**src/rtl/apb_req_arbiter_if.sv**
```systemverilog
`timescale 1ns/1ps
`default_nettype none
// ============================================================================
//  Module   : apb_req_arbiter_if
//  Brief    : Bundles the requester handshake, response return and APB master
//             command/status signals shared by apb_req_arbiter and its users.
//  Revision : 1.0 - initial release
// ============================================================================
interface apb_req_arbiter_if #(
    parameter int NREQ = 4,
    parameter int AW   = 32,
    parameter int DW   = 32
);
    // Requester side: request payload in, acceptance and response out
    logic [NREQ-1:0]    req_valid;
    logic [NREQ-1:0]    req_write;
    logic [NREQ*AW-1:0] req_addr;
    logic [NREQ*DW-1:0] req_wdata;
    logic [NREQ-1:0]    req_ready;
    logic [NREQ-1:0]    rsp_valid;
    logic [DW-1:0]      rsp_rdata;
    logic               rsp_err;

    // APB master front-end: commands out, observed bus status in
    logic               m_transfer;
    logic               m_read_write;
    logic [AW-1:0]      m_write_paddr;
    logic [AW-1:0]      m_read_paddr;
    logic [DW-1:0]      m_write_data;
    logic               m_penable;
    logic               m_pready;
    logic               m_pslverr;
    logic [DW-1:0]      m_rdata;

    logic               busy;

    // Arbiter view: consumes requests and bus status, drives grants,
    // responses and master commands.
    modport master (
        input  req_valid, req_write, req_addr, req_wdata,
        input  m_penable, m_pready, m_pslverr, m_rdata,
        output req_ready, rsp_valid, rsp_rdata, rsp_err,
        output m_transfer, m_read_write, m_write_paddr, m_read_paddr, m_write_data,
        output busy
    );

    // Environment view: the requesters together with the APB master.
    modport slave (
        output req_valid, req_write, req_addr, req_wdata,
        output m_penable, m_pready, m_pslverr, m_rdata,
        input  req_ready, rsp_valid, rsp_rdata, rsp_err,
        input  m_transfer, m_read_write, m_write_paddr, m_read_paddr, m_write_data,
        input  busy
    );
endinterface
`default_nettype wire

```
**src/rtl/apb_req_arbiter.sv**
```systemverilog
`timescale 1ns/1ps
`default_nettype none
// ============================================================================
//  Module   : apb_req_arbiter
//  Brief    : Round-robin scheduler sharing one APB master front-end between
//             NREQ requesters. One request in flight at a time; commands are
//             held stable until completion, slave error or timeout, then the
//             response is returned to the granted requester.
//  Revision : 1.0 - initial release
// ============================================================================
module apb_req_arbiter #(
    parameter int NREQ    = 4,
    parameter int AW      = 32,
    parameter int DW      = 32,
    parameter int TIMEOUT = 16
) (
    input  logic              PCLK,
    input  logic              PRESETn,   // active-high asynchronous reset
    apb_req_arbiter_if.master bus
);

    localparam int c_GW = (NREQ > 1) ? $clog2(NREQ) : 1;
    localparam int c_TW = (TIMEOUT > 1) ? $clog2(TIMEOUT) : 1;

    localparam logic [c_TW-1:0] c_TLAST = c_TW'(TIMEOUT - 1);
    localparam logic [c_GW-1:0] c_GLAST = c_GW'(NREQ - 1);
    localparam logic [NREQ-1:0] c_ONE   = {{(NREQ-1){1'b0}}, 1'b1};

    typedef enum logic [1:0] {
        S_IDLE = 2'd0,
        S_XFER = 2'd1,
        S_RESP = 2'd2
    } state_t;

    state_t             r_state;
    logic [c_GW-1:0]    r_gnt;
    logic [c_GW-1:0]    r_last_gnt;
    logic [c_TW-1:0]    r_tcnt;
    logic               r_write;

    logic [NREQ-1:0]    r_rsp_valid;
    logic [DW-1:0]      r_rsp_rdata;
    logic               r_rsp_err;
    logic               r_m_transfer;
    logic               r_m_read_write;
    logic [AW-1:0]      r_m_write_paddr;
    logic [AW-1:0]      r_m_read_paddr;
    logic [DW-1:0]      r_m_write_data;
    logic               r_busy;

    logic               w_any;
    logic [c_GW-1:0]    w_win;
    logic [c_GW-1:0]    w_idx;
    logic               w_sel_write;
    logic [AW-1:0]      w_sel_addr;
    logic [DW-1:0]      w_sel_wdata;
    logic               w_done;
    logic               w_done_err;
    logic [DW-1:0]      w_done_rdata;
    logic [NREQ-1:0]    w_ready;

    assign w_any = |bus.req_valid;

    // Round-robin pick: first requesting index after last_gnt, wrapping.
    // Walking offsets from farthest to nearest lets the nearest one win.
    always_comb begin
        w_win = r_last_gnt;
        w_idx = '0;
        for (int k = NREQ; k >= 1; k--) begin
            w_idx = c_GW'((int'(r_last_gnt) + k) % NREQ);
            if (bus.req_valid[w_idx]) begin
                w_win = w_idx;
            end
        end
    end

    // Payload mux: pick the winning requester's lane of the flat buses.
    always_comb begin
        w_sel_write = 1'b0;
        w_sel_addr  = '0;
        w_sel_wdata = '0;
        for (int i = 0; i < NREQ; i++) begin
            if (w_win == c_GW'(i)) begin
                w_sel_write = bus.req_write[i];
                w_sel_addr  = bus.req_addr[i*AW +: AW];
                w_sel_wdata = bus.req_wdata[i*DW +: DW];
            end
        end
    end

    // Exit conditions for XFER in priority order: slave error, normal
    // completion, then timeout (so a completion on the last allowed cycle
    // still counts as success).
    always_comb begin
        w_done       = 1'b0;
        w_done_err   = 1'b0;
        w_done_rdata = '0;
        if (bus.m_pslverr) begin
            w_done     = 1'b1;
            w_done_err = 1'b1;
        end else if (bus.m_penable && bus.m_pready) begin
            w_done       = 1'b1;
            w_done_rdata = r_write ? '0 : bus.m_rdata;
        end else if (r_tcnt == c_TLAST) begin
            w_done     = 1'b1;
            w_done_err = 1'b1;
        end
    end

    // Acceptance is signalled in the same IDLE cycle the request is seen;
    // it is forced low while reset is held so every output reads zero.
    always_comb begin
        w_ready = '0;
        if ((r_state == S_IDLE) && w_any && !PRESETn) begin
            w_ready = c_ONE << w_win;
        end
    end

    // Scheduler state machine with registered command and response outputs.
    always_ff @(posedge PCLK or posedge PRESETn) begin
        if (PRESETn) begin
            r_state         <= S_IDLE;
            r_gnt           <= '0;
            r_last_gnt      <= c_GLAST;
            r_tcnt          <= '0;
            r_write         <= 1'b0;
            r_rsp_valid     <= '0;
            r_rsp_rdata     <= '0;
            r_rsp_err       <= 1'b0;
            r_m_transfer    <= 1'b0;
            r_m_read_write  <= 1'b0;
            r_m_write_paddr <= '0;
            r_m_read_paddr  <= '0;
            r_m_write_data  <= '0;
            r_busy          <= 1'b0;
        end else begin
            case (r_state)
                S_IDLE: begin
                    if (w_any) begin
                        r_state        <= S_XFER;
                        r_gnt          <= w_win;
                        r_write        <= w_sel_write;
                        r_tcnt         <= '0;
                        r_busy         <= 1'b1;
                        r_m_transfer   <= 1'b1;
                        r_m_read_write <= ~w_sel_write;
                        if (w_sel_write) begin
                            r_m_write_paddr <= w_sel_addr;
                            r_m_write_data  <= w_sel_wdata;
                            r_m_read_paddr  <= '0;
                        end else begin
                            r_m_write_paddr <= '0;
                            r_m_write_data  <= '0;
                            r_m_read_paddr  <= w_sel_addr;
                        end
                    end
                end

                S_XFER: begin
                    r_tcnt <= r_tcnt + 1'b1;
                    if (w_done) begin
                        r_state         <= S_RESP;
                        r_rsp_valid     <= c_ONE << r_gnt;
                        r_rsp_err       <= w_done_err;
                        r_rsp_rdata     <= w_done_rdata;
                        r_m_transfer    <= 1'b0;
                        r_m_read_write  <= 1'b0;
                        r_m_write_paddr <= '0;
                        r_m_read_paddr  <= '0;
                        r_m_write_data  <= '0;
                    end
                end

                S_RESP: begin
                    r_state     <= S_IDLE;
                    r_rsp_valid <= '0;
                    r_last_gnt  <= r_gnt;
                    r_busy      <= 1'b0;
                end

                default: begin
                    r_state <= S_IDLE;
                end
            endcase
        end
    end

    assign bus.req_ready     = w_ready;
    assign bus.rsp_valid     = r_rsp_valid;
    assign bus.rsp_rdata     = r_rsp_rdata;
    assign bus.rsp_err       = r_rsp_err;
    assign bus.m_transfer    = r_m_transfer;
    assign bus.m_read_write  = r_m_read_write;
    assign bus.m_write_paddr = r_m_write_paddr;
    assign bus.m_read_paddr  = r_m_read_paddr;
    assign bus.m_write_data  = r_m_write_data;
    assign bus.busy          = r_busy;

endmodule
`default_nettype wire
```
**src/flat_wrapper.sv**
```systemverilog
// flat-port wrapper written by rule: the top's interface ports become plain ports
module apb_req_arbiter_flat 
#(
    parameter int NREQ    = 4,
    parameter int AW      = 32,
    parameter int DW      = 32,
    parameter int TIMEOUT = 16
)
  (PCLK, PRESETn, bus_req_valid, bus_req_write, bus_req_addr, bus_req_wdata, bus_m_penable, bus_m_pready, bus_m_pslverr, bus_m_rdata, bus_req_ready, bus_rsp_valid, bus_rsp_rdata, bus_rsp_err, bus_m_transfer, bus_m_read_write, bus_m_write_paddr, bus_m_read_paddr, bus_m_write_data, bus_busy);
  apb_req_arbiter_if #(.NREQ(NREQ), .AW(AW), .DW(DW)) bus_i ();
  input  logic PCLK;
  input  logic PRESETn;
  input wire logic [$bits(bus_i.req_valid)-1:0] bus_req_valid;
  input wire logic [$bits(bus_i.req_write)-1:0] bus_req_write;
  input wire logic [$bits(bus_i.req_addr)-1:0] bus_req_addr;
  input wire logic [$bits(bus_i.req_wdata)-1:0] bus_req_wdata;
  input wire logic [$bits(bus_i.m_penable)-1:0] bus_m_penable;
  input wire logic [$bits(bus_i.m_pready)-1:0] bus_m_pready;
  input wire logic [$bits(bus_i.m_pslverr)-1:0] bus_m_pslverr;
  input wire logic [$bits(bus_i.m_rdata)-1:0] bus_m_rdata;
  output wire logic [$bits(bus_i.req_ready)-1:0] bus_req_ready;
  output wire logic [$bits(bus_i.rsp_valid)-1:0] bus_rsp_valid;
  output wire logic [$bits(bus_i.rsp_rdata)-1:0] bus_rsp_rdata;
  output wire logic [$bits(bus_i.rsp_err)-1:0] bus_rsp_err;
  output wire logic [$bits(bus_i.m_transfer)-1:0] bus_m_transfer;
  output wire logic [$bits(bus_i.m_read_write)-1:0] bus_m_read_write;
  output wire logic [$bits(bus_i.m_write_paddr)-1:0] bus_m_write_paddr;
  output wire logic [$bits(bus_i.m_read_paddr)-1:0] bus_m_read_paddr;
  output wire logic [$bits(bus_i.m_write_data)-1:0] bus_m_write_data;
  output wire logic [$bits(bus_i.busy)-1:0] bus_busy;
  assign bus_i.req_valid = bus_req_valid;
  assign bus_i.req_write = bus_req_write;
  assign bus_i.req_addr = bus_req_addr;
  assign bus_i.req_wdata = bus_req_wdata;
  assign bus_i.m_penable = bus_m_penable;
  assign bus_i.m_pready = bus_m_pready;
  assign bus_i.m_pslverr = bus_m_pslverr;
  assign bus_i.m_rdata = bus_m_rdata;
  assign bus_req_ready = bus_i.req_ready;
  assign bus_rsp_valid = bus_i.rsp_valid;
  assign bus_rsp_rdata = bus_i.rsp_rdata;
  assign bus_rsp_err = bus_i.rsp_err;
  assign bus_m_transfer = bus_i.m_transfer;
  assign bus_m_read_write = bus_i.m_read_write;
  assign bus_m_write_paddr = bus_i.m_write_paddr;
  assign bus_m_read_paddr = bus_i.m_read_paddr;
  assign bus_m_write_data = bus_i.m_write_data;
  assign bus_busy = bus_i.busy;
  apb_req_arbiter #(.NREQ(NREQ), .AW(AW), .DW(DW), .TIMEOUT(TIMEOUT)) u_core (.PCLK(PCLK), .PRESETn(PRESETn), .bus(bus_i));
endmodule
```
**config.mk**
```make
export PLATFORM = sky130hd
export DESIGN_NAME = apb_req_arbiter_flat
export DESIGN_NICKNAME = d
export VERILOG_FILES = /design/src/rtl/apb_req_arbiter_if.sv /design/src/rtl/apb_req_arbiter.sv /design/src/flat_wrapper.sv
export SDC_FILE = /design/constraint.sdc
export NUM_CORES = 1
export LEC_CHECK = 0
export BUFFER_PORTS_ARGS = -buffer_cell sky130_fd_sc_hd__buf_2
export CAP_MARGIN = 30
export CELL_PAD_IN_SITES_DETAIL_PLACEMENT = 1
export CELL_PAD_IN_SITES_GLOBAL_PLACEMENT = 1
export CORE_AREA = 2 2 171 173
export DETAILED_ROUTE_END_ITERATION = 12
export DIE_AREA = 0 0 173 175
export PLACE_DENSITY_LB_ADDON = 0.25
export SYNTH_ARGS = -nofsm -noshare
export SYNTH_HDL_FRONTEND = slang
export SYNTH_SLANG_ARGS = --single-unit
export TNS_END_PERCENT = 1
```
**constraint.sdc**
```tcl
create_clock -name PCLK -period 11.39 [get_ports PCLK]
set_input_delay 0 -clock PCLK [delete_from_list [all_inputs] [get_ports PCLK]]
set_output_delay 0 -clock PCLK [all_outputs]
set_load 0.05 [all_outputs]
```
==> results.toml <==
[timing]
min_period_over_period_pct = 30.23
min_period_ns = 3.443
finalSetupViolCount = 0
fmax_ghz = 0.2905
rsz0062_at_grt = "no"
fin_tns_setup_ns = 0
slew-limit-headroom_pct = 34.36
hold_ws_ns = 0.009083
setup_slack_ns = 7.947
slew_viol_final = 0
finalHoldViolations = 0
worst_slew_pin_slew_ns = 0.9846
skew_ns = 0.009279

[floorplan]
dieHeight_um = 175
die-area_um2 = 30280
core_um2 = 28390
start_util_pct = 26.60
chipWidth_um = 173
rows = 62
ios = 441

[finish]
final-seq-area_um2 = 3681
area_delta_synth_final_pct = 49.54
multi_input_area_um2 = 3597
mostFrequentLayoutCells = "buf_2, nand2_1, dfrtp_1"
final_cell_count_no_fill = 1680
layout_commonest_cell = "buf_2"
fillers = 3439
finalInstanceArea_um2 = 11290
fin_nets = 1581
drive_gt1_share_pct = 38.22

[synthesis]
syn_inst = 829
syn_avg_cell_area_um2 = 9.110
synthesis.nets = 1131
seq_area_frac_synth_pct = 48.74
synth_top_area_cell = "dfrtp_1"
synth.distinct_cells = 37
yosys.area.top_type_share_pct = 48.05
synthArstFlopShare_pct = 100.0
synth_area_um2 = 7552
ys_warn_count = 0
ys.flop_type = "dfrtp_1"
synth_area_leaders = "dfrtp_1, a22o_1, nand2_1"
synth-seq-cells = 147
synth-edff-count = 0

[routing]
drc = 0
wl_met2_um = 16060
wl_per_cell_um = 19.21
first_pass_iters = 4
detail-route-antenna-nets = 0
highest_layer = "met5"
finalWirelength_um = 32270
via_per_inst = 4.877
num_vias = 8193
drt_iter0_markers = 280
wl_met3_um = 2290
met1Wirelength_um = 13120

[power_and_ir_drop]
max-vdd-ir-drop_v = 0.0001246
seqPwrFrac_pct = 24.1
p_per_area_nw_per_um2 = 287.6
power.switching_uw = 1615
power_frac_clock_pct = 19.0
swShare_pct = 49.71
internal_power_uw = 1634
p_comb_share_pct = 56.9
p_leak_uw = 0.005887

[clocking]
cts_setup_buffers = 0
clk_pin_slew_worst_paths_ns = 0.06
cts_tree = "built"
cts_buffers = 17
clock_path_buffers = 2
htree_levels = 4
ctsResizeCount = 0
cts-root-buf = "clkbuf_16"
clock-sinks = 147
clock_latency_ns = 0.42

[flow_run]
max-cap-violations = 0

[worst_setup_path]
rr_endpoint = "u_core.bus.m_write_data[26]"
crit_fanout = 91
worst-r2r-setup-slack_ns = 7.95
r2r_cells = 8
path_delay_family = "buffers and inverters"
required_ns = 11.70
crit_buf_inv = 3
crit_path_end_kind = "flip-flop"
crit_type = "flip-flop to flip-flop"
critPathSlowestCell = "buf_4"
start_kind = "flip-flop"
path_cells = "mux2i_1 -> nor2_1 -> a221oi_4 -> buf_4 -> buf_4 -> a31oi_1 -> dlygate4sd3_1 -> a22o_1"
path_common_cell = "buf_4"
arrival_ns = 3.75
reg2reg_from = "u_core.r_last_gnt[1]"
cpPeakStageDelay_ns = 0.81

[placement]
portBuffers = 440
dp_cells = 1592
gp_congestion = 0.8631
pre_cts_slack_ns = 7.976
hpwl_um = 23600
postPlaceCellArea_um2 = 10130

[worst_hold_path]
hold_end = "u_core.bus.m_write_data[14]"
min_delay_path_depth = 4
min_path_type = "primary input to flip-flop"
holdCritStartpoint = "bus_req_wdata[110]"

[grt]
track_usage_pct = 20.90
grt_first_pass_wirelength_um = 49200
grt_pass1_vias = 8657
grt_start_max_net_pins = 100
gr-total-overflow = 0
antenna_found_initial = 7

[run_status]
status = "finished, final reports clean"
-- worst max path at each step --
| stage | startpoint | end | slack (ns) | depth (start not counted) |
|---|---|---|---|---|
| global placement | u_core.r_tcnt[0] | u_core.bus.m_write_paddr[13] | 7.72 | 9 |
| CTS | u_core.r_last_gnt[1] | u_core.bus.m_write_data[28] | 7.93 | 8 |
| floorplan | PRESETn | u_core.bus.busy | 7.42 | 1 |
| global route | u_core.r_last_gnt[1] | u_core.bus.m_write_data[28] | 7.74 | 8 |
| finish | u_core.r_last_gnt[1] | u_core.bus.m_write_data[26] | 7.95 | 8 |
| detailed placement | u_core.r_last_gnt[1] | u_core.bus.m_write_data[20] | 7.98 | 7 |
-- kinds of logic (layout without fill, tap and decap cells) --
| group | count (synthesis) | after routing | synth area share (%) |
|---|---|---|---|
| AO/OA/AOI/OAI | 254 | 254 | 25.66 |
| XOR/XNOR | 1 | 1 | 0.1160 |
| adder cells (fa/ha/maj) | 1 | 1 | 0.1656 |
| buffers and inverters | 81 | 542 | 4.208 |
| flip-flops | 147 | 147 | 48.74 |
| multiplexers | 8 | 8 | 1.077 |
| other | 0 | 6 | 0 |
| AND/OR/NAND/NOR | 337 | 337 | 20.03 |
-- timing repair --
| item | CTS | global route |
|---|---|---|
| endpoints found under the hold margin | 139 | 0 |
| hold buffers | 52 | 0 |
| setup endpoints to repair | 0 | 0 |
-- through the flow --
| stage | util (%) | total power, uW |
|---|---|---|
| final | 39.78 | 3248 |
| after global routing | 39.77 | 3456 |
| after CTS | 39.72 | 3285 |
| after detailed placement | 35.66 | 2621 |
| after global placement | 35.50 | 2574 |
| after floorplan | - | 2094 |
-- cell usage after synthesis (2+ instances only) --
library cell and count:
a22o_1 96, o21ai_0 13, nand2_1 209, buf_1 10, buf_2 11, and2_0 37, a211oi_1 64, a21o_1 3
nor2b_1 6, a31oi_1 66, nand3_1 36, nand2b_1 2, nor2_1 12, dfstp_2 2, dfrtp_1 145, nor4_1 2
inv_1 5, o22ai_1 2, mux2i_1 7, and2_1 27, clkbuf_1 54, o22a_1 2, and4_1 2, nor3_1 3
-- power groups by stage --
stage          clock, uW  sequential [uW]  combinational [uW]
3_3_place_gp           0              787                1790
5_1_grt              654              805                2000
6_report             617              784                1850
2_1_floorplan          0             1200                 891
3_5_place_dp           0              786                1840
4_1_cts              632              785                1870
-- layer usage --
| metal | vias to the layer above | track usage [%] |
|---|---|---|
| met3 | 50 | 6.397 |
| met5 | - | 0 |
| met2 | 275 | 35.95 |
| met1 | 3968 | 24.45 |
| met4 | 2 | 8.051 |
| li1 | 3898 | - |
-- registers in the layout, indices dropped and copies added, names as in the netlist --
signal                    count
u_core.bus.busy               1
u_core.bus.m_read_paddr      32
u_core.bus.m_read_write       1
u_core.bus.m_transfer         1
u_core.bus.m_write_data      32
u_core.bus.m_write_paddr     32
u_core.bus.rsp_err            1
u_core.bus.rsp_rdata         32
u_core.bus.rsp_valid          4
u_core.r_gnt                  2
u_core.r_last_gnt             2
u_core.r_state                2
u_core.r_tcnt                 4
u_core.r_write                1
-- worst min-delay path: cells and delay by family --
family	cells	cell delay, ns
AO/OA/AOI/OAI	3	0.32
buffers and inverters	1	0.08
-- cell type report --
type | instances | share of cell area (%)
Sequential cell | 147 | 32.59
Multi-Input combinational cell | 601 | 31.85
Timing Repair Buffer | 506 | 25.33
Tap cell | 384 | 4.254
Clock buffer | 18 | 3.800
Clock inverter | 12 | 1.795
Inverter | 6 | 0.2437
Antenna cell | 6 | 0.1329
Power figures use the tool's default switching activity.
